===== src/rtl/imem_loader.sv =====
// Byte-stream program loader: packs little-endian bytes into 32-bit words and writes
// them to consecutive word-aligned instruction memory addresses, holding the core in reset until done.
module imem_loader #(
    parameter int ADDR_W = 6
) (
    input  logic              Clock,
    input  logic              Reset,
    input  logic              Start,
    input  logic [ADDR_W:0]   LoadLen,
    input  logic [7:0]        ByteIn,
    input  logic              ByteValid,
    output logic              ByteReady,
    output logic              ImemWrEn,
    output logic [63:0]       ImemWrAddr,
    output logic [31:0]       ImemWrData,
    output logic              Busy,
    output logic              Done,
    output logic              Error,
    output logic              CoreHold
);

    typedef enum logic [2:0] {IDLE, RECV, WRITE, DONE, ERR} state_t;

    localparam logic [ADDR_W:0] DEPTH = {1'b1, {ADDR_W{1'b0}}};
    localparam logic [ADDR_W:0] ONE   = {{ADDR_W{1'b0}}, 1'b1};

    state_t          state;
    state_t          state_next;
    logic [ADDR_W:0] word_idx;
    logic [ADDR_W:0] word_idx_inc;
    logic [ADDR_W:0] load_len;
    logic [1:0]      byte_cnt;
    logic [31:0]     word_buf;
    logic            start_seen;
    logic            start_ok;
    logic            byte_fire;

    // word_idx carries one extra bit so a full-depth load reaches DEPTH without wrapping
    assign word_idx_inc = word_idx + ONE;
    assign start_seen   = Start && (state == IDLE || state == DONE || state == ERR);
    assign start_ok     = (LoadLen != '0) && (LoadLen <= DEPTH);
    assign byte_fire    = ByteValid && (state == RECV);

    always_ff @(posedge Clock) begin
        if (Reset) begin
            state <= IDLE;
        end else begin
            state <= state_next;
        end
    end

    always_comb begin
        state_next = state;
        case (state)
            IDLE, DONE, ERR: begin
                if (Start) begin
                    state_next = start_ok ? RECV : ERR;
                end
            end
            RECV: begin
                if (ByteValid && byte_cnt == 2'd3) begin
                    state_next = WRITE;
                end
            end
            WRITE: begin
                state_next = (word_idx_inc == load_len) ? DONE : RECV;
            end
            default: state_next = IDLE;
        endcase
    end

    // A reset mid-word simply drops the partial word; memory already written is untouched
    always_ff @(posedge Clock) begin
        if (Reset) begin
            word_idx <= '0;
            load_len <= '0;
            byte_cnt <= '0;
            word_buf <= '0;
        end else begin
            if (start_seen && start_ok) begin
                load_len <= LoadLen;
                word_idx <= '0;
                byte_cnt <= '0;
            end
            if (byte_fire) begin
                word_buf[{byte_cnt, 3'b000} +: 8] <= ByteIn;
                byte_cnt <= byte_cnt + 2'd1;
            end
            if (state == WRITE) begin
                word_idx <= word_idx_inc;
            end
        end
    end

    assign ByteReady  = (state == RECV);
    assign ImemWrEn   = (state == WRITE);
    assign ImemWrAddr = (state == WRITE) ? {{(61 - ADDR_W){1'b0}}, word_idx, 2'b00} : 64'd0;
    assign ImemWrData = (state == WRITE) ? word_buf : 32'd0;
    assign Busy       = (state == RECV) || (state == WRITE);
    assign Done       = (state == DONE);
    assign Error      = (state == ERR);
    assign CoreHold   = (state != DONE);

endmodule


===== config.mk =====
export PLATFORM = sky130hd
export DESIGN_NAME = imem_loader
export DESIGN_NICKNAME = d
export VERILOG_FILES = /design/src/rtl/imem_loader.sv
export SDC_FILE = /design/constraint.sdc
export NUM_CORES = 1
export LEC_CHECK = 0
export ABC_AREA = 1
export CORE_ASPECT_RATIO = 0.9
export CORE_UTILIZATION = 62
export CTS_CLUSTER_DIAMETER = 80
export DETAILED_ROUTE_END_ITERATION = 7
export DONT_BUFFER_PORTS = 1
export PLACE_DENSITY = 0.76
export SYNTH_ARGS = -nofsm -noshare
export SYNTH_HDL_FRONTEND = slang
export SYNTH_SLANG_ARGS = --single-unit

===== constraint.sdc =====
create_clock -name Clock -period 2.4 [get_ports Clock]
set_input_delay 0.36 -clock Clock [delete_from_list [all_inputs] [get_ports Clock]]
set_output_delay 0.36 -clock Clock [all_outputs]
set_load 0.005 [all_outputs]

==> results.toml <==
[run_status]
status = "finished, final reports clean"

[yosys]
synth_fa_ha_area_frac = 0.0235
yosysSeqAreaShare = 0.320
yosysWarnings = 0
syn_avg_cell_area_um2 = 6.70
synth_top_area_frac = 0.320
synthXorXnorAreaFrac = 0.00549
ys_types = 30
synth_top_family_by_area = "buffers and inverters"
synth_compound_area_frac = 0.137
synth_seq_cells = 51
syn_inst = 476
synthTopCellsByArea = "dfxtp_1 32%, buf_4 14%, nor2_1 9.7%, inv_1 7.9%, a21oi_1 7.5%"
syn_area_mm2 = 0.00319
yosysTopAreaCell = "dfxtp_1"
synth_mux_area_frac = 0
synth-simple-area-share = 0.255

[final_layout]
final_core_util = 0.629
drive_above_1_share = 0.0574
antenna_cells = 0
seqCellArea_mm2 = 0.00102
final_cell_mix = "82 x nor2_1, 67 x inv_1, 57 x conb_1"
fillers = 502
area_growth_pct = -3.49
layout_commonest_cell = "nor2_1"
nNetsFinal = 494
multiInputGateArea_mm2 = 0.00156

[detailed_routing]
drtIter0Drc = 124
routed_wl_um = 6190
dr.pass1.iters = 4
vias_per_cell = 4.89
post_drt_wl_per_cell_um = 11.6
via_count = 2615
drc = 0
ant_nets = 0

[critical_path]
crit_required_ns = 2.64
crit_fanout = 19
cp-start-kind = "flop"
cp_slowest_cell = "dfxtp_1"
path_cells = "clkinv_1 -> buf_4 -> ha_1 -> inv_1 -> nand2_1 -> nor3_1 -> o21ai_0 -> a21oi_1"
critPathArrivalTime_ns = 2.07
crit_type = "reg -> reg"
critPathMaxStageDelay_ns = 0.44
end_kind = "flop"

[sta]
slew_headroom = 0.460
finalMaxSlewViolations = 0
clock-skew-final_ns = 0.00450
worst_pin_slew_ns = 0.810
period_share = 0.765
rsz0062_at_grt = "false"
fin_setup_tns_ns = 0
max_freq_ghz = 0.544
finalSetupViolCount = 0
fin_crit_ns = 1.84
timing.final.hold_violations = 0

[floorplanning]
die_h_um = 70.0
die_w_um = 77.6
core_mm2 = 0.00489
rows = 24
start_util = 0.651
ioPinCount = 121
dieArea_mm2 = 0.00543

[grt]
antenna_found_initial = 0
top_usage_layer = "met2"
grt_overflow = 0
gr-usage-met1 = 0.319
grt_start_max_net_pins = 48
grt_use_total = 0.235
gr-usage-met2 = 0.370
grtUsageMet3 = 0.0458
first_global_vias = 2247
grt_pass1_wl_um = 10200

[power]
cellLeakagePower_nw = 1.26
ir_drop_v = 0.000394
p_per_area_mw_per_mm2 = 586
power_w = 0.00180

[clock_tree]
cts_setup_buffers = 0
cts.sinks = 51
hold_buffers = 0
cts-resized-gates = 0
tritoncts = "yes"
clk_path_buf_depth = 2
cts-root-buf = "clkbuf_8"
clk_latency_ns = 0.30
clkTransAtPathRegs_ns = 0.09
htree_levels = 2
cts_buffers = 5

[run]
max_cap_viol_count = 0

[placed_design]
place.gp.congestion = 0.859
hpwl_um = 4550
io_buffers = 0

[hold_path]
hold_class = "in -> reg"
## layout make-up
| class | count | area share |
|---|---|---|
| multi-input combinational | 335 | 0.506 |
| sequential | 51 | 0.332 |
| inverter | 72 | 0.0895 |
| clock buffer | 8 | 0.0325 |
| tap | 65 | 0.0264 |
| timing repair buffer | 4 | 0.0138 |
## synth_stat cells
library cell and instances:
nand3_1 28, clkinv_1 1, xor2_1 1, a21oi_2 1, nand2_4 4, o21ai_0 33, inv_6 1, nand2_2 1
a22oi_1 1, o21bai_1 1, a21oi_1 48, inv_2 3, nor3_1 8, nor2_1 82, o21ai_2 1, nand3b_1 1
conb_1 1, dfxtp_1 51, ha_1 6, nor2_4 2, inv_1 67, buf_2 1, and2_1 1, buf_6 5
buf_1 1, nand2_1 55, clkbuf_1 6, nand3_2 3, buf_4 61, xnor2_1 1
## power by group
group,internal (W),switching [W]
registers,0.000885,0.0000292
logic,0.0000992,0.000249
clock network,0.000264,0.000276
## per-layer routing
metal	wire length, um	part of all wire	vias to the layer above
met5	0	0	-
met4	104	0.017	0
li1	-	-	1349
met2	2710	0.44	86
met1	3030	0.49	1171
met3	352	0.057	9
## kinds of logic after synthesis
group                    Yosys count
XOR/XNOR                           2
flip-flops                        51
adder cells (fa/ha/maj)            6
AO/OA/AOI/OAI                     85
buffers and inverters            146
other                              1
AND/OR/NAND/NOR                  185
## critical path: cells and delay by family (launching register included)
| kind | cells | cell delay [ns] |
|---|---|---|
| adders and majority gates | 1 | 0.22 |
| buffers and inverters | 3 | 0.50 |
| DFF | 1 | 0.44 |
| AOI/OAI and AO/OA | 2 | 0.29 |
| and+or+nand+nor | 2 | 0.31 |
## worst paths after layout
check | startpoint | end | slack, ns | cells after the start
worst max-delay path | byte_cnt[0] | word_buf[27] | 0.56 | 8
worst min register to register | word_buf[1] | word_buf[1] | 0.46 | 2
worst min-delay path | Reset | word_buf[12] | 0.11 | 1
worst max register to register | byte_cnt[0] | word_buf[27] | 0.56 | 8
## registers in the layout (all words and copies together), names as in the netlist
name / flops
word_buf: 32
load_len: 7
word_idx: 7
state: 3
byte_cnt: 2
## per-stage QoR
step                hold WS (ns)  cells  area (um^2)  setup slack, ns
floorplan                  0.430    532         3400            0.579
global placement           0.433    527         2980            0.610
detailed placement         0.435    527         2980            0.580
CTS                        0.104    535         3080            0.553
global route               0.100    535         3080            0.362
finish                     0.114    535         3080            0.563
(Power assumes the default switching activity.)
